**config.mk**
```make
export PLATFORM = sky130hd
export DESIGN_NAME = mem_fetch_ncl_encoder
export DESIGN_NICKNAME = d
export VERILOG_FILES = /design/src/rtl/mem_fetch_ncl_encoder.sv
export SDC_FILE = /design/constraint.sdc
export NUM_CORES = 1
export LEC_CHECK = 0
export ABC_AREA = 1
export BUFFER_PORTS_ARGS = -buffer_cell sky130_fd_sc_hd__buf_2
export CAP_MARGIN = 0
export CORE_MARGIN = 2
export CORE_UTILIZATION = 53
export CTS_BUF_LIST = sky130_fd_sc_hd__clkbuf_4 sky130_fd_sc_hd__clkbuf_8
export DETAILED_ROUTE_END_ITERATION = 10
export HOLD_SLACK_MARGIN = 0.08
export PLACE_DENSITY_LB_ADDON = 0.15
export SETUP_SLACK_MARGIN = 0.1
export SYNTH_ARGS = -nofsm -noshare
export SYNTH_HDL_FRONTEND = slang
export SYNTH_SLANG_ARGS = --single-unit
```
**constraint.sdc**
```tcl
create_clock -name clk -period 1.7 [get_ports clk]
set_input_delay 0.51 -clock clk [delete_from_list [all_inputs] [get_ports clk]]
set_output_delay 0.51 -clock clk [all_outputs]
set_load 0.01 [all_outputs]
```
**src/rtl/mem_fetch_ncl_encoder.sv**
```systemverilog
// rtl/mem_fetch_ncl_encoder.sv - clocked program-memory fetch sequencer driving dual-rail NCL wavefronts
//
// Purpose:
//   Fetches bytes from a synchronous single-rail program memory. Each byte is
//   re-encoded as a dual-rail NCL DATA wavefront with a PH0 phase rail:
//   PH0 true marks an instruction byte and PH0 false marks a constant byte.
//   The wavefront is returned to NULL under the downstream completion handshake.
//   The block owns the program counter and the instruction/constant sequencing.
//
// Ports:
//   clk, rst          single clock (rising edge), asynchronous active-high reset
//   run               1 = keep fetching, 0 = stop at the next NULL boundary
//   jmp_en, jmp_addr  PC load request and target, honoured in NULL only
//   mem_addr, mem_rd  memory read address and strobe (data valid one cycle later)
//   mem_rdata         memory read data
//   ack_in            downstream completion: 1 = DATA consumed, 0 = NULL consumed
//   PH0_t, PH0_f      phase rail pair
//   D_t, D_f          data rail pairs, bit i maps to Di_t / Di_f
//   pc                current program counter (debug)
//   err               handshake timeout flag
//
// Configuration:
//   FETCH_ACK_TIMEOUT_EN  when defined, a wait counter flags err after TIMEOUT
//                         cycles without an ack edge and locks the block in
//                         IDLE until reset; when undefined err is tied to 0.

module mem_fetch_ncl_encoder #(
   parameter int                ADDR_W    = 8,
   parameter logic [ADDR_W-1:0] RESET_PC  = '0,
   parameter int                CONST_BIT = 7,
   parameter int                TIMEOUT   = 255
) (
   input  logic              clk,
   input  logic              rst,
   input  logic              run,
   input  logic              jmp_en,
   input  logic [ADDR_W-1:0] jmp_addr,
   output logic [ADDR_W-1:0] mem_addr,
   output logic              mem_rd,
   input  logic [7:0]        mem_rdata,
   input  logic              ack_in,
   output logic              PH0_t,
   output logic              PH0_f,
   output logic [7:0]        D_t,
   output logic [7:0]        D_f,
   output logic [ADDR_W-1:0] pc,
   output logic              err
);

   typedef enum logic [2:0] {
      S_IDLE,
      S_FETCH,
      S_WAIT,
      S_DATA,
      S_NULL
   } state_t;

   state_t state;
   logic   phase;       // 1 = the byte being fetched is an instruction
   logic   const_flag;  // CONST_BIT of the byte currently on the rails
   logic   locked;      // set once a handshake timeout has been flagged

`ifdef FETCH_ACK_TIMEOUT_EN
   localparam int CNT_W = (TIMEOUT < 2) ? 1 : $clog2(TIMEOUT + 1);
   // The counter holds the number of completed wait cycles, so the flag
   // fires on the edge that ends the TIMEOUT-th cycle spent waiting.
   localparam logic [CNT_W-1:0] CNT_LAST = CNT_W'(TIMEOUT - 1);

   logic [CNT_W-1:0] wait_cnt;
   logic             err_r;
   logic             timeout_hit;

   assign timeout_hit = (wait_cnt == CNT_LAST);
   assign locked      = err_r;
   assign err         = err_r;
`else
   logic unused_timeout;

   assign unused_timeout = (TIMEOUT > 0);
   assign locked         = 1'b0;
   assign err            = 1'b0;
`endif

   always_ff @(posedge clk or posedge rst) begin
      if (rst) begin
         state      <= S_IDLE;
         phase      <= 1'b1;
         const_flag <= 1'b0;
         pc         <= RESET_PC;
         mem_addr   <= RESET_PC;
         mem_rd     <= 1'b0;
         PH0_t      <= 1'b0;
         PH0_f      <= 1'b0;
         D_t        <= 8'h00;
         D_f        <= 8'h00;
`ifdef FETCH_ACK_TIMEOUT_EN
         wait_cnt   <= '0;
         err_r      <= 1'b0;
`endif
      end else begin
         // The strobe is a single-cycle pulse raised only on entry to FETCH.
         mem_rd <= 1'b0;

         case (state)
            S_IDLE: begin
               if (run && !ack_in && !locked) begin
                  state    <= S_FETCH;
                  mem_rd   <= 1'b1;
                  mem_addr <= pc;
               end
            end

            S_FETCH: begin
               state <= S_WAIT;
            end

            S_WAIT: begin
               // Memory data is valid here; all nine rail pairs launch together.
               const_flag <= mem_rdata[CONST_BIT];
               D_t        <= mem_rdata;
               D_f        <= ~mem_rdata;
               PH0_t      <= phase;
               PH0_f      <= ~phase;
               state      <= S_DATA;
`ifdef FETCH_ACK_TIMEOUT_EN
               wait_cnt   <= '0;
`endif
            end

            S_DATA: begin
               if (ack_in) begin
                  D_t   <= 8'h00;
                  D_f   <= 8'h00;
                  PH0_t <= 1'b0;
                  PH0_f <= 1'b0;
                  pc    <= pc + ADDR_W'(1);
                  // Only a flagged instruction is followed by a constant;
                  // a constant always hands back to an instruction.
                  phase <= phase ? ~const_flag : 1'b1;
                  state <= S_NULL;
`ifdef FETCH_ACK_TIMEOUT_EN
                  wait_cnt <= '0;
               end else if (timeout_hit) begin
                  err_r <= 1'b1;
                  D_t   <= 8'h00;
                  D_f   <= 8'h00;
                  PH0_t <= 1'b0;
                  PH0_f <= 1'b0;
                  state <= S_IDLE;
               end else begin
                  wait_cnt <= wait_cnt + CNT_W'(1);
`endif
               end
            end

            S_NULL: begin
               // A jump replaces the increment taken on the DATA->NULL edge.
               if (jmp_en) begin
                  pc    <= jmp_addr;
                  phase <= 1'b1;
               end
               if (!ack_in) begin
                  if (run) begin
                     state    <= S_FETCH;
                     mem_rd   <= 1'b1;
                     mem_addr <= jmp_en ? jmp_addr : pc;
                  end else begin
                     state <= S_IDLE;
                  end
`ifdef FETCH_ACK_TIMEOUT_EN
               end else if (timeout_hit) begin
                  err_r <= 1'b1;
                  state <= S_IDLE;
               end else begin
                  wait_cnt <= wait_cnt + CNT_W'(1);
`endif
               end
            end

            default: begin
               state <= S_IDLE;
            end
         endcase
      end
   end

endmodule

```
== Word-level counts from Yosys, hierarchy flattened ==
Cells that the tools add are included.

* Register bits: 40
* Input bits: 21
* Output and inout bits: 36
* Logic and storage cells: 60

* Add/subtract/negate cells: 1
* Eq/ne operators: 9
* Muxes and demuxes: 26
* Bitwise operators: 3
* Reductions and logical operators: 11

{| class="wikitable"
|+ Operators by type and width
! operator !! number
|-
| $pmux W8 S2 || 4
|-
| $mux W8 || 6
|-
| $pmux W3 S5 || 1
|-
| $ne A2 B2 Y1 const B || 5
|-
| $mux W3 || 3
|-
| $add A8 B1 Y8 const B || 1
|-
| $mux W1 || 8
|-
| $not A8 Y8 || 1
|-
| $pmux W1 S2 || 4
|-
| $eq A3 B2 Y1 const B || 2
|-
| $reduce_and A3 Y1 || 2
|-
| $reduce_bool A2 Y1 || 3
|-
| $reduce_and A2 Y1 || 2
|-
| $reduce_and A4 Y1 || 1
|-
| $eq A3 B1 Y1 const B || 1
|-
| $eq A3 B3 Y1 const B || 1
|-
| $logic_not A3 Y1 || 1
|-
| $not A1 Y1 || 2
|-
| $logic_and A1 B1 Y1 || 1
|-
| $logic_not A1 Y1 || 1
|}

== Depth between registers and ports, before layout ==
* Word-level depth: 4
* Depth in mapped cells: 8
* Mapped depth without buffers: 8

== Worst setup path before layout ==
OpenSTA, ideal clock, no wires.

* Kind: input to register
* Start: in jmp_en
* End: reg pc[7]
* Arrival: 1.225 ns
* Data required time: 1.629 ns
* Slack: 0.403 ns
* Stages on the path: 7
* Path buffers: 2
* Cells stage by stage: buf_2 -> buf_2 -> o21ai_0 -> nand2_2 -> nand2_1 -> nor2_1 -> nor2_1

* Word-level cells in the longest chain between the ends: 2

{| class="wikitable"
|+ RTL lines
! what !! line !! RTL
|-
| from (decl) || 36 || <nowiki>input logic jmp_en,</nowiki>
|-
| $mux W8 || n/a ||
|-
| $pmux W8 S2 || n/a ||
|-
| to (signal assigned) || 136 || <nowiki>pc <= pc + ADDR_W'(1);</nowiki>
|-
| to (signal assigned) || 159 || <nowiki>pc <= jmp_addr;</nowiki>
|-
| to (decl) || 46 || <nowiki>output logic [ADDR_W-1:0] pc,</nowiki>
|}

Every way passes these cells.
A chain may end at the register's enable or synchronous reset.

== Worst setup path after layout ==
* Start: reg state[2]
* End: reg D_f[1]

* Word-level cells in the longest chain between the ends: 3
* Elaborated cells between the ends (all ways): 6

{| class="wikitable"
|+ RTL lines
! what !! line !! RTL
|-
| from (decl) || 58 || <nowiki>state_t state;</nowiki>
|-
| from (signal assigned) || 86 || <nowiki>state <= S_IDLE;</nowiki>
|-
| from (signal assigned) || 107 || <nowiki>state <= S_FETCH;</nowiki>
|-
| from (signal assigned) || 114 || <nowiki>state <= S_WAIT;</nowiki>
|-
| $eq A3 B2 Y1 || 104 || <nowiki>case (state)</nowiki>
|-
| $ne A2 B2 Y1 (no line) or $reduce_bool A2 Y1 (tied branches) || n/a ||
|-
| $reduce_and A2 Y1 (no line) || n/a ||
|-
| to (signal assigned) || 121 || <nowiki>D_f <= ~mem_rdata;</nowiki>
|-
| to (decl) || 45 || <nowiki>output logic [7:0] D_f,</nowiki>
|}

Several ways; a longest one is shown, not always the timed one.

==> flow_metrics.env <==
export IMPL_finalClockSkew_ps=3.137
export IMPL_worst_ep_required_time_ps=1880
export IMPL_synth_nets=267
export IMPL_port_buffers=55
export IMPL_coreArea_um2=3633
export IMPL_grtUsageTotal_pct=21.88
export IMPL_startpoint_type="flop"
export IMPL_arrival_ps=1640
export IMPL_rsz0062_at_grt="false"
export IMPL_end_kind="flop"
export IMPL_antennaDiodeCount=0
export IMPL_finalInstanceArea_um2=2390
export IMPL_p_total_mw=4.545
export IMPL_grt_max_degree=41
export IMPL_drt_wl_total_mm=4.278
export IMPL_final_antenna_net_count=0
export IMPL_synth_distinct_cells=26
export IMPL_yosysTopAreaCell="dfrtp_1"
export IMPL_cp_slowest_stage_delay_ps=580
export IMPL_r2r_slack_ps=240
export IMPL_ys_seq_elements=40
export IMPL_ys_seq_area_share_pct=50.50
export IMPL_die_width_um=65.19
export IMPL_power_leakage_nw=1.261
export IMPL_rows=22
export IMPL_cts_tree="done"
export IMPL_fin_nets=320
export IMPL_vias=1788
export IMPL_root_buffer="clkbuf_8"
export IMPL_crit_chain="nor2_1 > nand2_1 > buf_4 > nor2_1 > a31o_1"
export IMPL_initial_utilization_pct=54.61
export IMPL_dr_wl_met2_mm=1.920
export IMPL_drive_above_1_share_pct=26.09
export IMPL_synth_area_leaders="dfrtp_1 (49%), nand2_1 (12%), nor2_1 (5.7%)"
export IMPL_layout_filler_cells=339
export IMPL_vdd_ir_drop_worst_uv=949.2
export IMPL_synth_area_per_cell_um2=8.100
export IMPL_synthCells=245
export IMPL_cp_max_fo=31
export IMPL_ctsHoldBuffers=0
export IMPL_grt_pass1_wl_mm=7.079
export IMPL_synth_warnings=0
export IMPL_crit_slowest_cell="dfrtp_1"
export IMPL_cts_buffer_depth=2
export IMPL_cts_inserted_buffers=5
export IMPL_synth_area_um2=1984
export IMPL_vias_per_cell=5.153
export IMPL_placed_cell_area_um2=2278
export IMPL_cts_resized=0
export IMPL_postCtsSetupBuffers=0
export IMPL_top_level_ports=57
export IMPL_die_h_um=65.19
export IMPL_dp_final_hpwl_mm=2.995
export IMPL_die_area_um2=4250
export IMPL_cts_sinks=40
export IMPL_htree_levels=2
export IMPL_dr_first_iter_drc_count=142
export IMPL_grt_overflow=0
export IMPL_post_route_period_util_pct=85.78
export IMPL_hold_viol_final=0
export IMPL_routed_top_layer="met4"
export IMPL_maxCapViolCount=0
export IMPL_cpMostUsedCell="nor2_1"
export IMPL_clk_pin_slew_ps=70
export IMPL_place_congestion=0.8234
export IMPL_setup_viol=0
export IMPL_status="completed"
export IMPL_fin_tns_setup_ps=0
export IMPL_grt_pass1_vias=1504
export IMPL_drt_met1_wl_mm=2.021
export IMPL_crit_family="flip-flops"
export IMPL_hold_path_class="in2async"
export IMPL_met3_length_um=270
export IMPL_critPathKind="reg2reg"
export IMPL_fmax_mhz=685.8
export IMPL_wl_per_cell_um=12.33
export IMPL_syn_to_final_growth_pct=20.43
export IMPL_drtPass1Iterations=4
export IMPL_drc_errors=0
export IMPL_antenna_found_initial=0
export IMPL_min_period_ps=1458
export IMPL_yosys_area_top_type_share_pct=49.18
export IMPL_clk_latency_ps=290
export IMPL_timing_critical_path_buf_inv=1
export IMPL_power_density_nw_per_um2=1902
export IMPL_drv_slew=0
tightest hold or removal path: stages:
cell	delay, ps
buf_2	90
inv_1	80
buf_12	230
worst paths after layout:
kind / start / end / depth (start not counted)
worst max-delay path: state[2] / D_f[1] / 5
worst min-delay path: rst / D_t[7] / 3
worst max register to register: state[2] / D_f[1] / 5
worst min register to register: const_flag / const_flag / 2
max in group asynchronous: rst / phase / 3
min in group clk: mem_rdata[7] / D_f[7] / 2
metrics by stage:
step	setup WS, ps	hold WS (ps)	cells	util [%]
after floorplan	274.0	453.8	245	-
after global placement	275.0	486.9	339	62.71
after detailed placement	201.6	493.3	339	62.71
after CTS	243.3	265.2	347	65.77
after global routing	142.9	282.3	347	65.77
final	241.8	262.0	347	65.77
report_power, final:
group          switching [mW]  internal [mW]  leakage [nW]  total [mW]
Clock                   0.323          0.451        0.0586       0.774
Sequential              0.351           1.41         0.473        1.76
Combinational            1.19          0.816         0.729        2.01
Total                    1.87           2.68          1.26        4.54
cell type report:
type,count,area [um^2],share of cell area (%)
clock buffer,6,76.32,3.194
clock inverter,2,35.03,1.466
inverter,21,78.83,3.298
multi-input combinational,171,819.5,34.29
sequential,40,1002,41.94
tap,48,60.06,2.513
timing repair buffer,59,317.8,13.30
logic make-up (layout without fill, tap and decap cells):
| group | count (synthesis) | count (layout) | share of synthesized area (%) |
|---|---|---|---|
| simple gates | 119 | 119 | 25.66 |
| other cells | 1 | 1 | 0.1890 |
| compound gates | 49 | 49 | 14.38 |
| flops | 40 | 40 | 50.50 |
| fa+ha+maj | 1 | 1 | 0.6304 |
| xor+xnor | 1 | 1 | 0.4414 |
| buf+inv | 34 | 88 | 8.196 |
synth_stat cells, drive strengths merged:
| master | count |
|---|---|
| nand2 | 67 |
| dfrtp | 39 |
| nor2 | 33 |
| inv | 21 |
| o21ai | 19 |
| nand3 | 16 |
| a21oi | 14 |
| buf | 12 |
| a31o | 7 |
| a31oi | 7 |
| nor3 | 2 |
| o211ai | 2 |
| clkbuf | 1 |
| conb | 1 |
| dfstp | 1 |
| ha | 1 |
| nand4 | 1 |
| xnor2 | 1 |
routing by layer:
metal	vias up	GRT usage, %
li1	907	-
met1	822	31.83
met2	53	31.38
met3	6	5.993
met4	0	7.813
met5	-	0
flip-flops by register name, summed over array words and instances (netlist names):
register	cells
PH0_f	1
mem_rd	1
D_f	8
phase	1
PH0_t	1
pc	8
const_flag	1
state	3
mem_addr	8
D_t	8
placed cells by master (no fill, tap or decap), types with 2 or more instances in the layout:
master / count
o211ai_1: 2
buf_4: 3
dfrtp_1: 39
nor3_1: 2
clkbuf_8: 5
nand2_2: 5
o21ai_0: 18
nand3_1: 16
a31oi_1: 7
nor2_4: 2
nand2_1: 61
nor2_1: 30
inv_1: 20
a21oi_1: 14
buf_2: 55
a31o_1: 7
No activity file was read; power rests on OpenSTA's default activity.
